==> config.mk <==
export PLATFORM = sky130hd
export DESIGN_NAME = serial_add_ctrl
export DESIGN_NICKNAME = d
export VERILOG_FILES = /design/src/rtl/serial_add_pkg.sv /design/src/rtl/nibble_add_slice.sv /design/src/rtl/serial_add_ctrl.sv
export SDC_FILE = /design/constraint.sdc
export NUM_CORES = 1
export LEC_CHECK = 0
export ABC_AREA = 1
export CAP_MARGIN = 10
export CORE_MARGIN = 4
export CORE_UTILIZATION = 54
export DETAILED_ROUTE_END_ITERATION = 6
export GPL_TIMING_DRIVEN = 0
export PLACE_DENSITY_LB_ADDON = 0.12
export SLEW_MARGIN = 20
export SYNTH_ARGS = -nofsm -noshare
export SYNTH_HDL_FRONTEND = slang
export SYNTH_SLANG_ARGS = --single-unit
==> constraint.sdc <==
create_clock -name clk -period 4.31 [get_ports clk]
set_input_delay 0.6465 -clock clk [delete_from_list [all_inputs] [get_ports clk]]
set_output_delay 0.6465 -clock clk [all_outputs]
set_load 0.005 [all_outputs]
==> src/rtl/serial_add_pkg.sv <==
// Shared types and helpers for the nibble-serial adder controller.
package serial_add_pkg;

    localparam int unsigned NIBBLE_W = 4;

    typedef enum logic [1:0] {
        S_IDLE = 2'd0,
        S_RUN  = 2'd1,
        S_DONE = 2'd2
    } state_t;

    // Index width for n nibble passes, never narrower than one bit.
    function automatic int unsigned clog2(input int unsigned n);
        int unsigned w;
        w = 0;
        while ((32'd1 << w) < n) begin
            w = w + 1;
        end
        return (w < 1) ? 1 : w;
    endfunction

endpackage

==> src/rtl/nibble_add_slice.sv <==
// Combinational 4-bit ripple-carry adder slice with carry-in.
module nibble_add_slice
    import serial_add_pkg::*;
(
    input  logic [NIBBLE_W-1:0] a,
    input  logic [NIBBLE_W-1:0] b,
    input  logic                cin,
    output logic [NIBBLE_W-1:0] sum,
    output logic                cout
);

    logic [NIBBLE_W:0] c;

    assign c[0] = cin;

    for (genvar i = 0; i < NIBBLE_W; i++) begin : g_bit
        logic p;
        assign p        = a[i] ^ b[i];
        assign sum[i]   = p ^ c[i];
        assign c[i + 1] = (a[i] & b[i]) | (p & c[i]);
    end

    assign cout = c[NIBBLE_W];

endmodule

==> src/rtl/serial_add_ctrl.sv <==
// Nibble-serial add/accumulate controller: one shared 4-bit slice, LSB nibble first,
// carry registered between passes, valid/ready on both sides.
module serial_add_ctrl
    import serial_add_pkg::*;
#(
    parameter int unsigned WIDTH = 16
) (
    input  logic             clk,
    input  logic             rst,
    input  logic             in_valid,
    output logic             in_ready,
    input  logic [WIDTH-1:0] in_a,
    input  logic [WIDTH-1:0] in_b,
    input  logic             in_acc,
    input  logic             acc_clr,
    output logic             out_valid,
    input  logic             out_ready,
    output logic [WIDTH-1:0] out_sum,
    output logic             out_cout,
    output logic             busy
);

    localparam int unsigned NIB   = WIDTH / NIBBLE_W;
    localparam int unsigned IDX_W = clog2(NIB);

    state_t              state;
    logic [IDX_W-1:0]    idx;
    logic                carry;
    logic [WIDTH-1:0]    acc;
    logic [WIDTH-1:0]    op_a;
    logic [WIDTH-1:0]    op_b;
    logic [WIDTH-1:0]    sum;
    logic [WIDTH-1:0]    next_sum;
    logic                cout_q;
    logic [NIBBLE_W-1:0] slice_a;
    logic [NIBBLE_W-1:0] slice_b;
    logic [NIBBLE_W-1:0] slice_sum;
    logic                slice_cout;
    logic                last;

    assign slice_a = op_a[NIBBLE_W*idx +: NIBBLE_W];
    assign slice_b = op_b[NIBBLE_W*idx +: NIBBLE_W];
    assign last    = (idx == IDX_W'(NIB - 1));

    nibble_add_slice u_slice (
        .a    (slice_a),
        .b    (slice_b),
        .cin  (carry),
        .sum  (slice_sum),
        .cout (slice_cout)
    );

    always_comb begin
        next_sum                           = sum;
        next_sum[NIBBLE_W*idx +: NIBBLE_W] = slice_sum;
    end

    always_ff @(posedge clk or posedge rst) begin
        if (rst) begin
            state  <= S_IDLE;
            idx    <= '0;
            carry  <= 1'b0;
            acc    <= '0;
            op_a   <= '0;
            op_b   <= '0;
            sum    <= '0;
            cout_q <= 1'b0;
        end else begin
            unique case (state)
                S_IDLE: begin
                    // Clear wins for acc, but an accumulate still latches the old value.
                    if (acc_clr) acc <= '0;
                    if (in_valid) begin
                        op_a  <= in_acc ? acc : in_a;
                        op_b  <= in_b;
                        carry <= 1'b0;
                        idx   <= '0;
                        sum   <= '0;
                        state <= S_RUN;
                    end
                end
                S_RUN: begin
                    sum   <= next_sum;
                    carry <= slice_cout;
                    if (last) begin
                        cout_q <= slice_cout;
                        acc    <= next_sum;
                        idx    <= '0;
                        state  <= S_DONE;
                    end else begin
                        idx <= idx + 1'b1;
                    end
                end
                S_DONE: begin
                    if (acc_clr) acc <= '0;
                    if (out_ready) state <= S_IDLE;
                end
                default: state <= S_IDLE;
            endcase
        end
    end

    assign in_ready  = (state == S_IDLE);
    assign busy      = (state != S_IDLE);
    assign out_valid = (state == S_DONE);
    assign out_sum   = sum;
    assign out_cout  = cout_q;

endmodule

### Word-level counts from Yosys, hierarchy flattened

Cells that the tools add are included.

| operators by class | value |
|---|---|
| add/subtract/negate cells | 2 |
| eq/ne operators | 7 |
| shift operators | 4 |
| multiplexer cells | 16 |
| bitwise gates (word level) | 20 |
| reduce and logical (&&, ||, !) cells | 10 |

Operators by type and width:

| cell | number |
|---|---|
| 16-bit 2-to-1 mux | 4 |
| 16-bit case mux with 2 select lines | 2 |
| 4-bit negator with 34-bit output | 1 |
| 4-bit by 34-bit variable shift with 16-bit output (first input constant) | 1 |
| 4-bit by 34-bit variable part select with 16-bit output | 1 |
| 16-bit by 5-bit variable part select with 4-bit output | 2 |
| 16-bit bitwise mux | 1 |
| 2-bit 2-to-1 mux | 5 |
| 1-bit AND | 8 |
| 1-bit bitwise XOR | 8 |
| 2-bit case mux with 3 select lines | 1 |
| 2-bit AND reduction | 3 |
| 3-bit AND reduction | 2 |
| 2-bit nonzero test | 3 |
| 2-bit == test (second input constant) | 2 |
| 2-bit by 1-bit inequality test with 1-bit output (second input constant) | 2 |
| 2-bit inequality test (second input constant) | 2 |
| 1-bit OR | 4 |
| 2-bit case mux with 2 select lines | 1 |
| 2-bit by 1-bit adder with 2-bit output (second input constant) | 1 |
| 2-bit by 1-bit == test with 1-bit output (second input constant) | 1 |
| 2-bit logical NOT | 1 |
| 1-bit case mux with 2 select lines | 1 |
| 2-bit OR reduction | 1 |
| 1-bit 2-to-1 mux | 1 |

| word-level totals | value |
|---|---|
| register bits after elaboration | 70 |
| output and inout port bits | 20 |

### Depth between registers and ports, before layout

Gate-level depths: netlist of the first run.

| depth | value |
|---|---|
| depth after elaboration | 13 |
| gate-level depth with buffers | 15 |
| depth with buffers taken out | 14 |

### Modules after synthesis

Synthesis of the first run repeated with hierarchy kept, for this count alone.

| second synthesis, totals | value |
|---|---|
| cell total of the unflattened synthesis | 474 |
| area, all modules | 3668.5 um^2 |

By module, submodules not included:

| module | times used | cells each | area each (um^2) | sequential area each (um^2) |
|---|---|---|---|---|
| serial_add_ctrl | 1 | 460 | 3550.9 | 1751.7 |
| nibble_add_slice | 1 | 14 | 117.6 | 0.0 |

### Worst setup path before layout of the first run

OpenSTA, ideal clock, no wires.

| timing path | value |
|---|---|
| path type | register to register |
| start | reg idx[1] |
| end | reg sum[15], in the netlist out_sum[15] |
| setup time | 0.065 ns |
| arrival time | 2.943 ns |
| required time | 4.245 ns |
| slack | 1.302 ns |
| stages on the path, launching flop included | 16 |
| path buffers | 1 |
| clock period less this slack | 3.008 ns |
| cell sequence | dfrtp_1 -> buf_2 -> clkinv_1 -> a21oi_1 -> o21ai_0 -> o21ai_0 -> fa_1 -> inv_1 -> fa_1 -> fa_1 -> fa_1 -> nor2_1 -> nand3_1 -> nand2_1 -> nand2_1 -> nand2_1 |

| on the way | value |
|---|---|
| cells in the longest elaborated chain, start to end | 12 |
| elaborated cells on any way between the ends | 24 |
| those cells by class | add/sub: 1; shift: 4; mux: 2; bitwise: 17 |

Ends and longest elaborated chain:

| item | RTL line | RTL |
|---|---|---|
| start: declaration | serial_add_ctrl.sv:27 | `logic [IDX_W-1:0] idx;` |
| start signal: assignment | serial_add_ctrl.sv:91 | `idx <= idx + 1'b1;` |
| 16-bit by 5-bit variable part select with 4-bit output, on equally long branches | serial_add_ctrl.sv:41, serial_add_ctrl.sv:42 |  |
| 1-bit bitwise XOR | nibble_add_slice.sv:18 | `assign p = a[i] ^ b[i];` |
| 1-bit AND | nibble_add_slice.sv:20 | `assign c[i + 1] = (a[i] & b[i]) \| (p & c[i]);` |
| 1-bit OR | nibble_add_slice.sv:20 |  |
| 1-bit AND | nibble_add_slice.sv:20 |  |
| 1-bit OR | nibble_add_slice.sv:20 |  |
| 1-bit AND | nibble_add_slice.sv:20 |  |
| 1-bit OR | nibble_add_slice.sv:20 |  |
| 1-bit bitwise XOR | nibble_add_slice.sv:19 | `assign sum[i] = p ^ c[i];` |
| 4-bit by 34-bit variable part select with 16-bit output | serial_add_ctrl.sv:55 | `next_sum[NIBBLE_W*idx +: NIBBLE_W] = slice_sum;` |
| 16-bit bitwise mux * | serial_add_ctrl.sv:55 |  |
| 16-bit case mux with 2 select lines * | serial_add_ctrl.sv:69 | `unique case (state)` |
| end signal: assignment | serial_add_ctrl.sv:83 | `sum <= next_sum;` |
| end: declaration | serial_add_ctrl.sv:32 | `logic [WIDTH-1:0] sum;` |

Mark *: on every way between the ends. The rest lies on a longest branch, timed or not.
A chain may end at the register's enable or synchronous reset.

### Worst setup path after layout of the first run

Same ends and word-level chain as after synthesis.

==> results of run 1 <==
[state kept, by name, indices dropped and copies added (netlist names)]
signal,cells
state,2
carry,1
idx,2
out_sum,16
op_b,16
out_cout,1
op_a,16
acc,16
[power by group]
| part | leakage [nW] | internal, mW | total (mW) | switching (mW) |
|---|---|---|---|---|
| sequential | 0.921 | 0.915 | 1.09 | 0.175 |
| combinational | 1.36 | 0.669 | 1.74 | 1.08 |
| clock | 0.106 | 0.296 | 0.540 | 0.244 |
| total | 2.39 | 1.88 | 3.37 | 1.49 |
[cell usage in the layout, fill, tap and decap left out]
master / count
clkdlybuf4s50_1: 57
buf_2: 7
o21ai_1: 5
clkinv_1: 1
clkbuf_1: 6
ha_1: 6
nor2_2: 1
nand3_1: 32
buf_6: 5
nor2_8: 1
inv_2: 4
buf_16: 1
fa_1: 4
nand3_2: 9
inv_4: 3
dfrtp_1: 70
nand2_4: 2
bufinv_16: 1
o21ai_0: 12
o22ai_1: 3
o21bai_1: 3
nand2_1: 233
nor2_1: 14
clkinv_2: 3
a21oi_1: 3
o31ai_1: 1
o211ai_1: 13
buf_4: 3
inv_1: 36
nand2_2: 1
clkbuf_8: 11
[metrics by stage]
| stage | hold WS (ns) | total power, mW |
|---|---|---|
| 2_1_floorplan | 0.4436 | 2.187 |
| 3_3_place_gp | 0.4582 | 2.775 |
| 3_5_place_dp | 0.4652 | 2.821 |
| 4_1_cts | 0.4858 | 3.377 |
| 5_1_grt | 0.4934 | 3.665 |
| 6_report | 0.4830 | 3.375 |
[final timing paths]
path	cells past startpoint	to	slack [ns]	start
hold reg to reg	2	op_b[6]	0.48	op_b[6]
setup / recovery	15	out_sum[15]	0.55	idx[1]
setup reg to reg	15	out_sum[15]	0.55	idx[1]
min in group asynchronous	2	op_a[2]	0.61	rst
max in group asynchronous	3	acc[7]	3.16	rst
hold / removal	2	op_b[6]	0.48	op_b[6]
[worst max-delay path: cells and delay by family, from the launching register on]
| kind | cells | cell delay, ns |
|---|---|---|
| compound gates | 3 | 0.45 |
| buf+inv | 3 | 0.67 |
| simple gates | 5 | 0.66 |
| fa+ha+maj | 4 | 1.49 |
| flops | 1 | 0.42 |
[final cells by class]
class | instances | area (sq um)
buffer | 20 | 132.6
clock buffer | 12 | 155.1
clock inverter | 4 | 45.04
fill | 550 | 1909
inverter | 44 | 172.7
multi-input combinational | 343 | 1634
sequential | 70 | 1752
tap | 77 | 96.34
timing repair buffer | 58 | 598.1
[layer usage]
| layer | vias to the layer above | track usage, % |
|---|---|---|
| met3 | 10 | 4.417 |
| li1 | 1623 | - |
| met2 | 73 | 36.81 |
| met4 | 0 | 8.036 |
| met1 | 1613 | 35.26 |
| met5 | - | 0 |
[cells by family (layout without fill, tap and decap cells)]
logic type      Yosys count  count (layout)
buf+inv                  64             138
simple gates            293             293
compound gates           40              40
fa+ha+maj                10              10
flops                    70              70
==> results.sh, run 1 <==
export IMPL_globalplace_congestion=0.8502
export IMPL_yosysTopAreaCell="dfrtp_1"
export IMPL_cts_tree="built"
export IMPL_cts_hold_buf=0
export IMPL_min_path_type="register to register"
export IMPL_p_per_area_nw_per_um2=735.9
export IMPL_final_max_slew_viol_count=0
export IMPL_peakVddDrop_mv=0.5040
export IMPL_avgRoutedWirePerCell_um=14.67
export IMPL_area_growth_pct=24.32
export IMPL_synth_compound_gate_area_share_pct=6.682
export IMPL_synth_warnings=0
export IMPL_vias=3319
export IMPL_yosys_cell_count_top_type="nand2_1"
export IMPL_fmax_mhz=266.1
export IMPL_startpoint_type="register"
export IMPL_synth_commonest_cells="nand2_1, dfrtp_1, inv_1"
export IMPL_max_cap_violations=0
export IMPL_grt_first_pass_wirelength_um=15870
export IMPL_end_kind="register"
export IMPL_grt_pass1_vias=3236
export IMPL_diodes=0
export IMPL_placed_cell_area_sq_um=4385
export IMPL_detail_route_first_pass_iterations=4
export IMPL_synth_xor_area_share_pct=0
export IMPL_rsz0062_at_grt="no"
export IMPL_synth_area_sq_um=3689
export IMPL_synth_adder_area_share_pct=4.206
export IMPL_fin_crit_sh_pct=87.19
export IMPL_synth_seq_cells=70
export IMPL_tns_ns=0
export IMPL_vias_per_cell=5.285
export IMPL_clock_skew_ns=0.01304
export IMPL_synth_net_count=525
export IMPL_top_layer="met4"
export IMPL_status="complete, no violations"
export IMPL_post_cts_setup_buffer_count=0
export IMPL_yosys_area_share_simple_pct=33.41
export IMPL_core_rowCount=29
export IMPL_ys_seq_area_share_pct=47.49
export IMPL_detail_route_antenna_nets=0
export IMPL_ctsResizeCount=0
export IMPL_synth_cells=477
export IMPL_wl_met3_um=416
export IMPL_io_buffer_count=57
export IMPL_synth_top_family_by_area="simple AND/OR/NAND/NOR gates"
export IMPL_dp_cells=612
export IMPL_grt_ovfl_total=0
export IMPL_clock_path_buffers=2
export IMPL_worstPathMaxFanout=11
export IMPL_htreeDepth=3
export IMPL_drc=0
export IMPL_dr_wl_met2_um=4259
export IMPL_critPathRequiredTime_ns=4.60
export IMPL_antenna_found_initial=0
export IMPL_total_leakage_power_nw=2.387
export IMPL_die_w_um=90.65
export IMPL_worst_slew_pin_transition_ns=0.4846
export IMPL_pin_count=58
export IMPL_avgSynthCellArea_sq_um=7.733
export IMPL_ys_top_cells_by_area="dfrtp_1, nand2_1, nand3_1"
export IMPL_clk_pin_slew_ns=0.07
export IMPL_clock_sinks=70
export IMPL_grt_max_degree=49
export IMPL_root_buffer="clkbuf_8"
export IMPL_yosys_cell_types_count=26
export IMPL_place_hpwl_um=6790
export IMPL_pre_cts_ws_ns=0.6582
export IMPL_worstPathCellList="buf_2, clkinv_1, a21oi_1, o21ai_0, o21ai_0, fa_1, inv_1, fa_1, fa_1, fa_1, nor2_1, nand3_1, nand2_1, nand2_1, nand2_1"
export IMPL_post_route_util_pct=70.60
export IMPL_synthMuxAreaShare_pct=0
export IMPL_crit_top_cell="fa_1"
export IMPL_grt_total_usage_pct=24.29
export IMPL_dieHeight_um=90.65
export IMPL_initial_utilization_pct=56.79
export IMPL_worst_setup_path_type="register to register"
export IMPL_core_area_sq_um=6495
export IMPL_yosysTopAreaCellShare_pct=47.49
export IMPL_wl_met1_um=4428
export IMPL_final_area_sq_um=4586
export IMPL_critPathArrivalTime_ns=4.04
export IMPL_yosys_most_used_dff="dfrtp_1"
export IMPL_drive_gt1_share_pct=9.437
export IMPL_dieArea_sq_um=8217
export IMPL_setup_violations=0
export IMPL_cp_slowest_stage_delay_ns=0.50
export IMPL_timing_final_crit_period_ns=3.758
export IMPL_layoutNonFillerInstCount=628
export IMPL_synth_async_reset_ratio_pct=100.0
export IMPL_cp_slowest_cell="fa_1"
export IMPL_insertion_delay_ns=0.35
export IMPL_synth_edf_count=0
export IMPL_drt_iter0_markers=177
export IMPL_final_nets=594
export IMPL_cts_buffers=9
export IMPL_hold_violations=0
export IMPL_timing_final_ws_setup_ns=0.5520
export IMPL_relSlewSlack_pct=67.69
export IMPL_wl_um=9212
Note: power is estimated with default switching activity, not from simulation.
==> inputs of run 2 (changes only) <==
Settings changed: CORE_ASPECT_RATIO set to 0.9.
==> results.sh, run 2 (same netlist as run 1, synthesis figures left out) <==
export IMPL_status="complete, no violations"
export IMPL_min_path_type="register to register"
export IMPL_p_per_area_nw_per_um2=727.1
export IMPL_avgRoutedWirePerCell_um=14.08
export IMPL_initial_utilization_pct=55.71
export IMPL_timing_final_crit_period_ns=3.665
export IMPL_io_buffer_count=57
export IMPL_cts_buffers=9
export IMPL_grt_max_degree=50
export IMPL_p_seq_share_pct=32.9
export IMPL_total_leakage_power_nw=2.371
export IMPL_grt_total_usage_pct=23.86
export IMPL_reg2reg_depth=15
export IMPL_final_area_sq_um=4584
export IMPL_internal_power_mw=1.853
export IMPL_drc=0
export IMPL_layout_commonest_cell="nand2_1"
export IMPL_cts_hold_buf=0
export IMPL_r2r_end="acc[11]"
export IMPL_cp_slowest_cell="fa_1"
export IMPL_clock_path_buffers=2
export IMPL_grt_first_pass_wirelength_um=15100
export IMPL_crit_top_cell="fa_1"
export IMPL_core_rowCount=28
export IMPL_worst_slew_pin_transition_ns=0.5246
export IMPL_diodes=0
export IMPL_vias_per_cell=5.055
export IMPL_dieHeight_um=86.41
export IMPL_worstPathMaxFanout=11
export IMPL_end_kind="register"
export IMPL_fin_crit_sh_pct=85.04
export IMPL_dieArea_sq_um=8219
export IMPL_post_cts_setup_buffer_count=0
export IMPL_drive_gt1_share_pct=9.074
export IMPL_tns_ns=0
export IMPL_switching_share_pct=44.41
export IMPL_post_route_util_pct=69.24
export IMPL_wl_um=9027
export IMPL_vias=3240
export IMPL_insertion_delay_ns=0.34
export IMPL_multiInputGateArea_sq_um=1634
export IMPL_rr_startpoint="idx[1]"
export IMPL_r2r_slack_ns=0.64
export IMPL_fillers=535
export IMPL_ctsResizeCount=0
export IMPL_final_nets=594
export IMPL_timing_hold_ws_ns=0.4861
export IMPL_holdPathStages=2
export IMPL_max_cap_violations=0
export IMPL_cts_tree="built"
export IMPL_core_area_sq_um=6621
export IMPL_place_hpwl_um=6816
export IMPL_timing_final_ws_setup_ns=0.6448
export IMPL_clk_pin_slew_ns=0.07
export IMPL_min_from="op_a[15]"
export IMPL_p_sw_mw=1.480
export IMPL_hold_end="op_a[15]"
export IMPL_critPathRequiredTime_ns=4.59
export IMPL_die_w_um=95.12
export IMPL_clock_sinks=70
export IMPL_cp_slowest_stage_delay_ns=0.50
export IMPL_hold_violations=0
export IMPL_drt_iter0_markers=238
export IMPL_area_growth_pct=24.29
export IMPL_globalplace_congestion=0.8446
export IMPL_htreeDepth=3
export IMPL_relSlewSlack_pct=65.03
export IMPL_regArea_sq_um=1752
export IMPL_grt_ovfl_total=0
export IMPL_grt_pass1_vias=3103
export IMPL_pin_count=58
export IMPL_antenna_found_initial=0
export IMPL_critPathArrivalTime_ns=3.95
export IMPL_pre_cts_ws_ns=0.6675
export IMPL_rsz0062_at_grt="no"
export IMPL_worstPathCellList="buf_2, clkinv_1, a21oi_1, o21ai_0, o21ai_0, fa_1, inv_1, fa_1, fa_1, fa_1, nor2_1, nand3_1, nand2_1, nand2_1, nand2_1"
export IMPL_placed_cell_area_sq_um=4402
export IMPL_detail_route_antenna_nets=0
export IMPL_clock_skew_ns=0.006065
export IMPL_root_buffer="clkbuf_8"
export IMPL_combPwrFrac_pct=51.9
export IMPL_clkPwrFrac_pct=15.2
export IMPL_mostFrequentLayoutCells="nand2_1, dfrtp_1, clkdlybuf4s50_1"
export IMPL_setup_violations=0
export IMPL_peakVddDrop_mv=0.4147
export IMPL_worst_setup_path_type="register to register"
export IMPL_final_max_slew_viol_count=0
export IMPL_detail_route_first_pass_iterations=4
export IMPL_fmax_mhz=272.8
export IMPL_startpoint_type="register"
[run 2: stage by stage]
| step | std cells | total power [mW] |
|---|---|---|
| floorplan | 477 | 2.187 |
| global placement | 624 | 2.770 |
| detailed placement | 625 | 2.820 |
| CTS | 641 | 3.343 |
| global route | 641 | 3.617 |
| finish | 641 | 3.333 |
[run 2: worst max-delay path by stage]
stage          startpoint     endpoint  slack (ns)
2_1_floorplan      idx[1]  out_sum[15]        1.30
6_report           idx[1]      acc[11]        0.64
3_5_place_dp       idx[1]      acc[11]        0.67
4_1_cts            idx[1]      acc[11]        0.66
3_3_place_gp          rst      op_b[5]        0.72
5_1_grt            idx[1]  out_sum[11]        0.39
[run 2: area by class of cell]
class                           instances  area share (%)
Inverter                               44           3.766
Multi-Input combinational cell        343           35.64
Clock buffer                           12           2.948
Buffer                                 20           2.893
Timing Repair Buffer                   58           13.05
Tap cell                               90           2.456
Clock inverter                          4           1.037
Sequential cell                        70           38.21
[run 2: layer usage]
metal  share of wire, %  GRT usage (%)
met1                 49          35.28
met2                 45          35.79
met3                5.2          5.208
met4               0.97          6.160
met5                  0              0
[run 2: critical path, delay by kind of cell, from the launching register on]
kind | cells | cell delay, ns
simple gates | 5 | 0.57
flops | 1 | 0.41
compound gates | 3 | 0.46
fa+ha+maj | 4 | 1.48
buf+inv | 3 | 0.67
[run 2: power groups by stage]
stage / sequential, mW / combinational [mW] / clock [mW]
after floorplan: 1.06 / 1.12 / 0
after global placement: 1.09 / 1.68 / 0
after detailed placement: 1.10 / 1.72 / 0
after CTS: 1.09 / 1.73 / 0.518
after global routing: 1.13 / 1.94 / 0.547
final: 1.10 / 1.73 / 0.507
